--- config.mk ---
export PLATFORM = sky130hd
export DESIGN_NAME = tdm_demux8
export DESIGN_NICKNAME = d
export VERILOG_FILES = /design/src/rtl/tdm_demux8.sv
export SDC_FILE = /design/constraint.sdc
export NUM_CORES = 1
export LEC_CHECK = 0
export ABC_AREA = 0
export CORE_AREA = 5 5 54 56
export CTS_CLUSTER_SIZE = 12
export DETAILED_ROUTE_END_ITERATION = 12
export DIE_AREA = 0 0 59 61
export MAX_ROUTING_LAYER = met4
export PLACE_DENSITY = 0.71
export SYNTH_ARGS = -nofsm -noshare
export SYNTH_HDL_FRONTEND = slang
export SYNTH_SLANG_ARGS = --single-unit
--- constraint.sdc ---
create_clock -name clk -period 2.1 [get_ports clk]
set_input_delay 0.42 -clock clk [delete_from_list [all_inputs] [get_ports clk]]
set_output_delay 0.42 -clock clk [all_outputs]
set_load 0.02 [all_outputs]
--- src/rtl/tdm_demux8.sv ---
// Receive side of the 8-slot TDM link: collects framed serial slots into a shadow
// register and publishes each complete frame on D0..D7 with a one-cycle strobe.
module tdm_demux8 #(
    parameter int WIDTH = 1
) (
    input  logic             clk,
    input  logic             rst_n,
    input  logic [WIDTH-1:0] din,
    input  logic             din_valid,
    input  logic             frame_start,
    output logic [WIDTH-1:0] D0,
    output logic [WIDTH-1:0] D1,
    output logic [WIDTH-1:0] D2,
    output logic [WIDTH-1:0] D3,
    output logic [WIDTH-1:0] D4,
    output logic [WIDTH-1:0] D5,
    output logic [WIDTH-1:0] D6,
    output logic [WIDTH-1:0] D7,
    output logic             frame_valid,
    output logic             frame_err,
    output logic [2:0]       S
);

    typedef enum logic {
        IDLE,
        COLLECT
    } state_t;

    state_t           state;
    // Slot 7 goes straight from din to D7, so only slots 0..6 need holding.
    logic [WIDTH-1:0] shadow [0:6];

    always_ff @(posedge clk or negedge rst_n) begin
        if (!rst_n) begin
            state       <= IDLE;
            S           <= 3'd0;
            frame_valid <= 1'b0;
            frame_err   <= 1'b0;
            D0 <= '0; D1 <= '0; D2 <= '0; D3 <= '0;
            D4 <= '0; D5 <= '0; D6 <= '0; D7 <= '0;
            // NOTE: the shadow is small enough to live in flops, so it is reset with
            // everything else; a RAM-backed store would not be reset this way.
            for (int i = 0; i < 7; i++) shadow[i] <= '0;
        end else begin
            // NOTE: pulses default low every cycle and are overridden below; with
            // non-blocking assignments the last write in the block wins.
            frame_valid <= 1'b0;
            frame_err   <= 1'b0;

            if (din_valid) begin
                case (state)
                    IDLE: begin
                        if (frame_start) begin
                            shadow[0] <= din;
                            S         <= 3'd1;
                            state     <= COLLECT;
                        end
                    end

                    COLLECT: begin
                        if (frame_start) begin
                            // Early start drops the partial frame and resyncs on this beat.
                            if (S != 3'd0) frame_err <= 1'b1;
                            shadow[0] <= din;
                            S         <= 3'd1;
                        end else if (S == 3'd0) begin
                            frame_err <= 1'b1;
                            state     <= IDLE;
                        end else if (S == 3'd7) begin
                            D0 <= shadow[0];
                            D1 <= shadow[1];
                            D2 <= shadow[2];
                            D3 <= shadow[3];
                            D4 <= shadow[4];
                            D5 <= shadow[5];
                            D6 <= shadow[6];
                            D7 <= din;
                            frame_valid <= 1'b1;
                            S           <= 3'd0;
                        end else begin
                            shadow[S] <= din;
                            S         <= S + 3'd1;
                        end
                    end

                    default: state <= IDLE;
                endcase
            end
        end
    end

endmodule

==> results of run 1 <==
==> final cells by class <==
cell class,count,share of cell area
multi-input combinational,48,0.352
inverter,7,0.0210
timing repair buffer,20,0.154
sequential,21,0.421
tap,30,0.0301
clock inverter,1,0.00401
clock buffer,3,0.0180
==> cells in the mapped netlist <==
| master | n | area [um2] |
|---|---|---|
| dfrtp_1 | 21 | 526 |
| mux2_2 | 15 | 169 |
| inv_1 | 7 | 26.3 |
| ha_1 | 4 | 50.1 |
| nand4_1 | 4 | 25.0 |
| a21oi_1 | 2 | 10.0 |
| a31oi_1 | 2 | 12.5 |
| nand3_1 | 2 | 10.0 |
| nor2_1 | 2 | 7.51 |
| a211o_2 | 1 | 10.0 |
| a21o_2 | 1 | 8.76 |
| a22oi_1 | 1 | 7.51 |
| a31o_2 | 1 | 8.76 |
| and2b_2 | 1 | 8.76 |
| and3_1 | 1 | 6.26 |
| and3b_2 | 1 | 10.0 |
| and4bb_4 | 1 | 16.3 |
| buf_2 | 1 | 5.00 |
| buf_4 | 1 | 7.51 |
| buf_6 | 1 | 11.3 |
| mux2i_1 | 1 | 10.0 |
| nand2_1 | 1 | 3.75 |
| nand3_4 | 1 | 17.5 |
| nand4b_1 | 1 | 8.76 |
| nor2b_1 | 1 | 6.26 |
| nor3_1 | 1 | 5.00 |
| o211ai_1 | 1 | 7.51 |
| o32ai_1 | 1 | 8.76 |
| or2b_4 | 1 | 11.3 |
==> cell families (layout without fill, tap and decap cells) <==
kind of cell / count (synthesis) / in the layout / synth area share
DFF: 21 / 21 / 0.518
and+or+nand+nor: 18 / 18 / 0.134
muxes: 16 / 16 / 0.176
AOI/OAI and AO/OA: 10 / 10 / 0.0728
buffers and inverters: 10 / 31 / 0.0493
adders and majority gates: 4 / 4 / 0.0493
==> path summary, 6_finish.rpt <==
kind | end | start | cells after the start
worst max-delay path | S[2] | S[2] | 1
worst min-delay path | D5 | rst_n | 2
worst max register to register | D5 | S[0] | 5
worst min register to register | D0 | shadow[6] | 1
max in group asynchronous | D6 | rst_n | 2
min in group clk | D0 | shadow[6] | 1
==> layer usage <==
metal | vias to the layer above | global-route usage | share of wire
met1 | 328 | 0.137 | 0.46
met4 | 0 | 0.0485 | 0.011
met3 | 4 | 0.0298 | 0.044
met2 | 16 | 0.205 | 0.48
li1 | 329 | - | -
met5 | - | - | 0
==> stage by stage <==
stage | std cells | total power [mW] | hold slack (ns) | utilization
6_report | 130 | 1.36 | 0.449 | 0.523
5_1_grt | 130 | 1.46 | 0.469 | 0.523
4_1_cts | 130 | 1.38 | 0.451 | 0.523
3_5_place_dp | 126 | 1.19 | 0.494 | 0.512
3_3_place_gp | 126 | 1.16 | 0.484 | 0.512
2_1_floorplan | 79 | 0.991 | 0.124 | -
==> placed cells by master, fill, tap and decap left out, types with 2 or more instances in the layout <==
| cell | netlist | routed |
|---|---|---|
| clkbuf_4 | 0 | 3 |
| a31oi_1 | 2 | 2 |
| dfrtp_1 | 21 | 21 |
| nand3_1 | 2 | 2 |
| ha_1 | 4 | 4 |
| buf_4 | 1 | 3 |
| nand4_1 | 4 | 4 |
| clkdlybuf4s50_1 | 0 | 17 |
| nor2_1 | 2 | 2 |
| a21oi_1 | 2 | 2 |
| inv_1 | 7 | 7 |
| mux2_2 | 15 | 15 |
==> power by group <==
group          total [mW]  internal (mW)  switching, mW
Clock               0.189         0.0710          0.118
Sequential          0.621          0.510          0.111
Combinational       0.554          0.288          0.266
Total                1.36          0.869          0.495
==> results.toml, run 1 <==
[floorplan]
row_count = 18
initial_utilization = 0.425
dieHeight_um = 61
die_w_um = 59
io_pins = 18
dieArea_mm2 = 0.00360
core_mm2 = 0.00239

[worst_setup_path]
arrival_ns = 1.50
crit_chain = "clkdlybuf4s50_1"
slowest_delay_ns = 0.67
cp_max_fo = 10
crit_required_ns = 1.68
cp_top_family = "buffers and inverters"
r2r_setup_slack_ns = 0.32
cp_slowest_cell = "clkdlybuf4s50_1"
crit_buf_inv = 1
crit_path_end_kind = "primary output"
cp-start-kind = "flop"
critPathKind = "reg2out"

[yosys]
ys_seq_area_frac = 0.518
netlist_area_mm2 = 0.00101
netlist_instances = 79
syn-num-nets = 88
yosysWarnings = 0
synth_seq_cells = 21
synth_area_per_cell_um2 = 12.8
synth_cell_types = 29

[grt]
grt_pass1_vias = 723
grt_max_degree = 22
grt_first_pass_wirelength_mm = 3.13
antenna_found_initial = 0
overflow = 0
track_usage = 0.121

[timing]
worstMarginPinSlew_ns = 0.348
fin_crit_ns = 1.92
fin_skew_ns = 0.00121
setup_violations = 0
hold_violations = 0
drv_slew = 0
fmax_mhz = 522
slew_headroom = 0.768
period_share = 0.912
tns_ns = 0
rsz0062_at_grt = "no"
setup_ws_ns = 0.184

[clock_tree]
cts_resized = 0
cts_setup_buffers = 0
h-tree-depth = 1
cts_buffers = 3
cts_tree = "done"
root_buffer = "clkbuf_4"
numClockSinks = 21
path_clk_slew_ns = 0.11
insertion_delay_ns = 0.30
cts_hold_buf = 0
cts_buffer_depth = 2

[layout]
largest_reg_flops = 7
nets = 110
register_area_um2 = 526
multiInputGateArea_um2 = 439
fin_area_mm2 = 0.00125
top_regs = "shadow x7, S x3"
layout-drive-gt1-share = 0.300
area_growth_pct = 23.1
nFillCells = 236
top_register = "shadow"
num_antenna_cells = 0

[routing]
drt-total-wl_mm = 1.87
drc = 0
viasPerCell = 5.21
num_vias = 677
final_antenna_net_count = 0
wl_per_cell_um = 14.4
drt_iter0_markers = 2
first_pass_iters = 2

[outcome]
outcome = "finished clean"

[flow_run]
maxCapViolCount = 0

[pwr]
power_density_mw_per_mm2 = 1090
peakVddDrop_mv = 0.675
power.leakage_nw = 0.592

[placement]
place_area_mm2 = 0.00122
pre_cts_slack_ns = 0.293
port_buffers = 17
place_congestion = 0.793
dp.final_hpwl_mm = 1.41

[worst_hold_path]
hp-class = "in2async"
No activity file was read; power rests on OpenSTA's default activity.
==> inputs of run 2 (changes only) <==
--- a/config.mk
+++ b/config.mk
@@ -12,6 +12,7 @@
 export DIE_AREA = 0 0 59 61
 export MAX_ROUTING_LAYER = met4
 export PLACE_DENSITY = 0.71
+export SKIP_CTS_REPAIR_TIMING = 1
 export SYNTH_ARGS = -nofsm -noshare
 export SYNTH_HDL_FRONTEND = slang
 export SYNTH_SLANG_ARGS = --single-unit
==> constraint.sdc (replaced) <==
create_clock -name clk -period 2.4 [get_ports clk]
set_input_delay 0.48 -clock clk [delete_from_list [all_inputs] [get_ports clk]]
set_output_delay 0.48 -clock clk [all_outputs]
set_load 0.02 [all_outputs]
==> results.toml, run 2 (same netlist as run 1, synthesis figures left out) <==
[routing]
wl_per_cell_um = 13.8
first_pass_iters = 4
viasPerCell = 5.18
final_antenna_net_count = 0
drc = 0
drt-total-wl_mm = 1.80
num_vias = 674
drt_iter0_markers = 9

[timing]
fin_skew_ns = 0.00781
slew_headroom = 0.769
setup_violations = 0
rsz0062_at_grt = "no"
drv_slew = 0
hold_violations = 0
fmax_mhz = 502
fin_crit_ns = 1.99
period_share = 0.830
tns_ns = 0
worstMarginPinSlew_ns = 0.346

[worst_setup_path]
r2r_setup_slack_ns = 0.65
arrival_ns = 1.51
r2r_start = "S[0]"
crit_required_ns = 1.92
rr_endpoint = "D7"
crit_path_end_kind = "primary output"
cp_top_family = "buffers and inverters"
critPathKind = "reg2out"
cp_max_fo = 10
crit_chain = "clkdlybuf4s50_1"
reg2reg_depth = 5
cp-start-kind = "flop"
slowest_delay_ns = 0.67
cp_slowest_cell = "clkdlybuf4s50_1"
setup.worst_path.end = "S[2]"
cp-startpoint = "S[2]"
critical_path_depth = 1
crit_buf_inv = 1

[layout]
largest_reg_flops = 7
top_regs = "shadow x7, S x3"
nets = 110
final_common_cell = "dfrtp_1"
fin_area_mm2 = 0.00125
layout-drive-gt1-share = 0.300
top_register = "shadow"
post-route-util = 0.523
final_cell_mix = "21 x dfrtp_1, 17 x clkdlybuf4s50_1, 15 x mux2_2, 7 x inv_1"
num_antenna_cells = 0
area_growth_pct = 23.1
nFillCells = 238

[clock_tree]
cts_buffers = 3
cts_tree = "done"
numClockSinks = 21
insertion_delay_ns = 0.31
h-tree-depth = 1
cts_buffer_depth = 2
root_buffer = "clkbuf_4"
path_clk_slew_ns = 0.12

[pwr]
peakVddDrop_mv = 0.600
power_density_mw_per_mm2 = 959
power_mw = 1.20
power.leakage_nw = 0.592

[floorplan]
core_mm2 = 0.00239
io_pins = 18
row_count = 18
die_w_um = 59
dieHeight_um = 61
dieArea_mm2 = 0.00360
initial_utilization = 0.425

[grt]
track_usage = 0.123
overflow = 0
grt_pass1_vias = 674
grt_max_degree = 22
antenna_found_initial = 0
grt_first_pass_wirelength_mm = 3.17

[worst_hold_path]
hp-class = "in2async"

[placement]
dp.final_hpwl_mm = 1.30
place_congestion = 0.808
place_area_mm2 = 0.00122
port_buffers = 17

[flow_run]
maxCapViolCount = 0

[outcome]
outcome = "finished clean"
run 2: cell counts in the layout (fill, tap and decap cells not counted):
Identical to the previous run, type by type.
run 2: report_power, final:
part	switching [mW]	internal, mW	leakage (nW)
Combinational	0.225	0.251	0.298
Sequential	0.100	0.446	0.277
Clock	0.113	0.0623	0.0177
run 2: stage by stage:
stage               cells  hold WS (ns)  worst slack [ns]
floorplan              79         0.184             0.710
global placement      126         0.486             0.562
detailed placement    126         0.490             0.537
CTS                   130         0.491             0.396
global route          130         0.509             0.317
finish                130         0.492             0.407
run 2: worst min path at each step:
stage,start,endpoint,depth (start not counted)
floorplan,rst_n,D0,0
global placement,shadow[1],D5,1
detailed placement,shadow[6],shadow[6],1
CTS,rst_n,shadow[6],2
global route,rst_n,state,2
finish,rst_n,state,2
run 2: layer usage:
metal / GRT usage / wire length, um / vias up
met5: - / 0 / -
met4: 0.0485 / 21 / 0
met3: 0.0426 / 113 / 4
met2: 0.177 / 790 / 18
met1: 0.160 / 870 / 324
li1: - / - / 328
run 2: final cells by class:
type	instances	area, um2	area share
sequential	21	526	0.421
multi-input combinational	48	439	0.352
timing repair buffer	20	193	0.154
tap	30	37.5	0.0301
inverter	7	26.3	0.0210
clock buffer	3	22.5	0.0180
clock inverter	1	5.00	0.00401
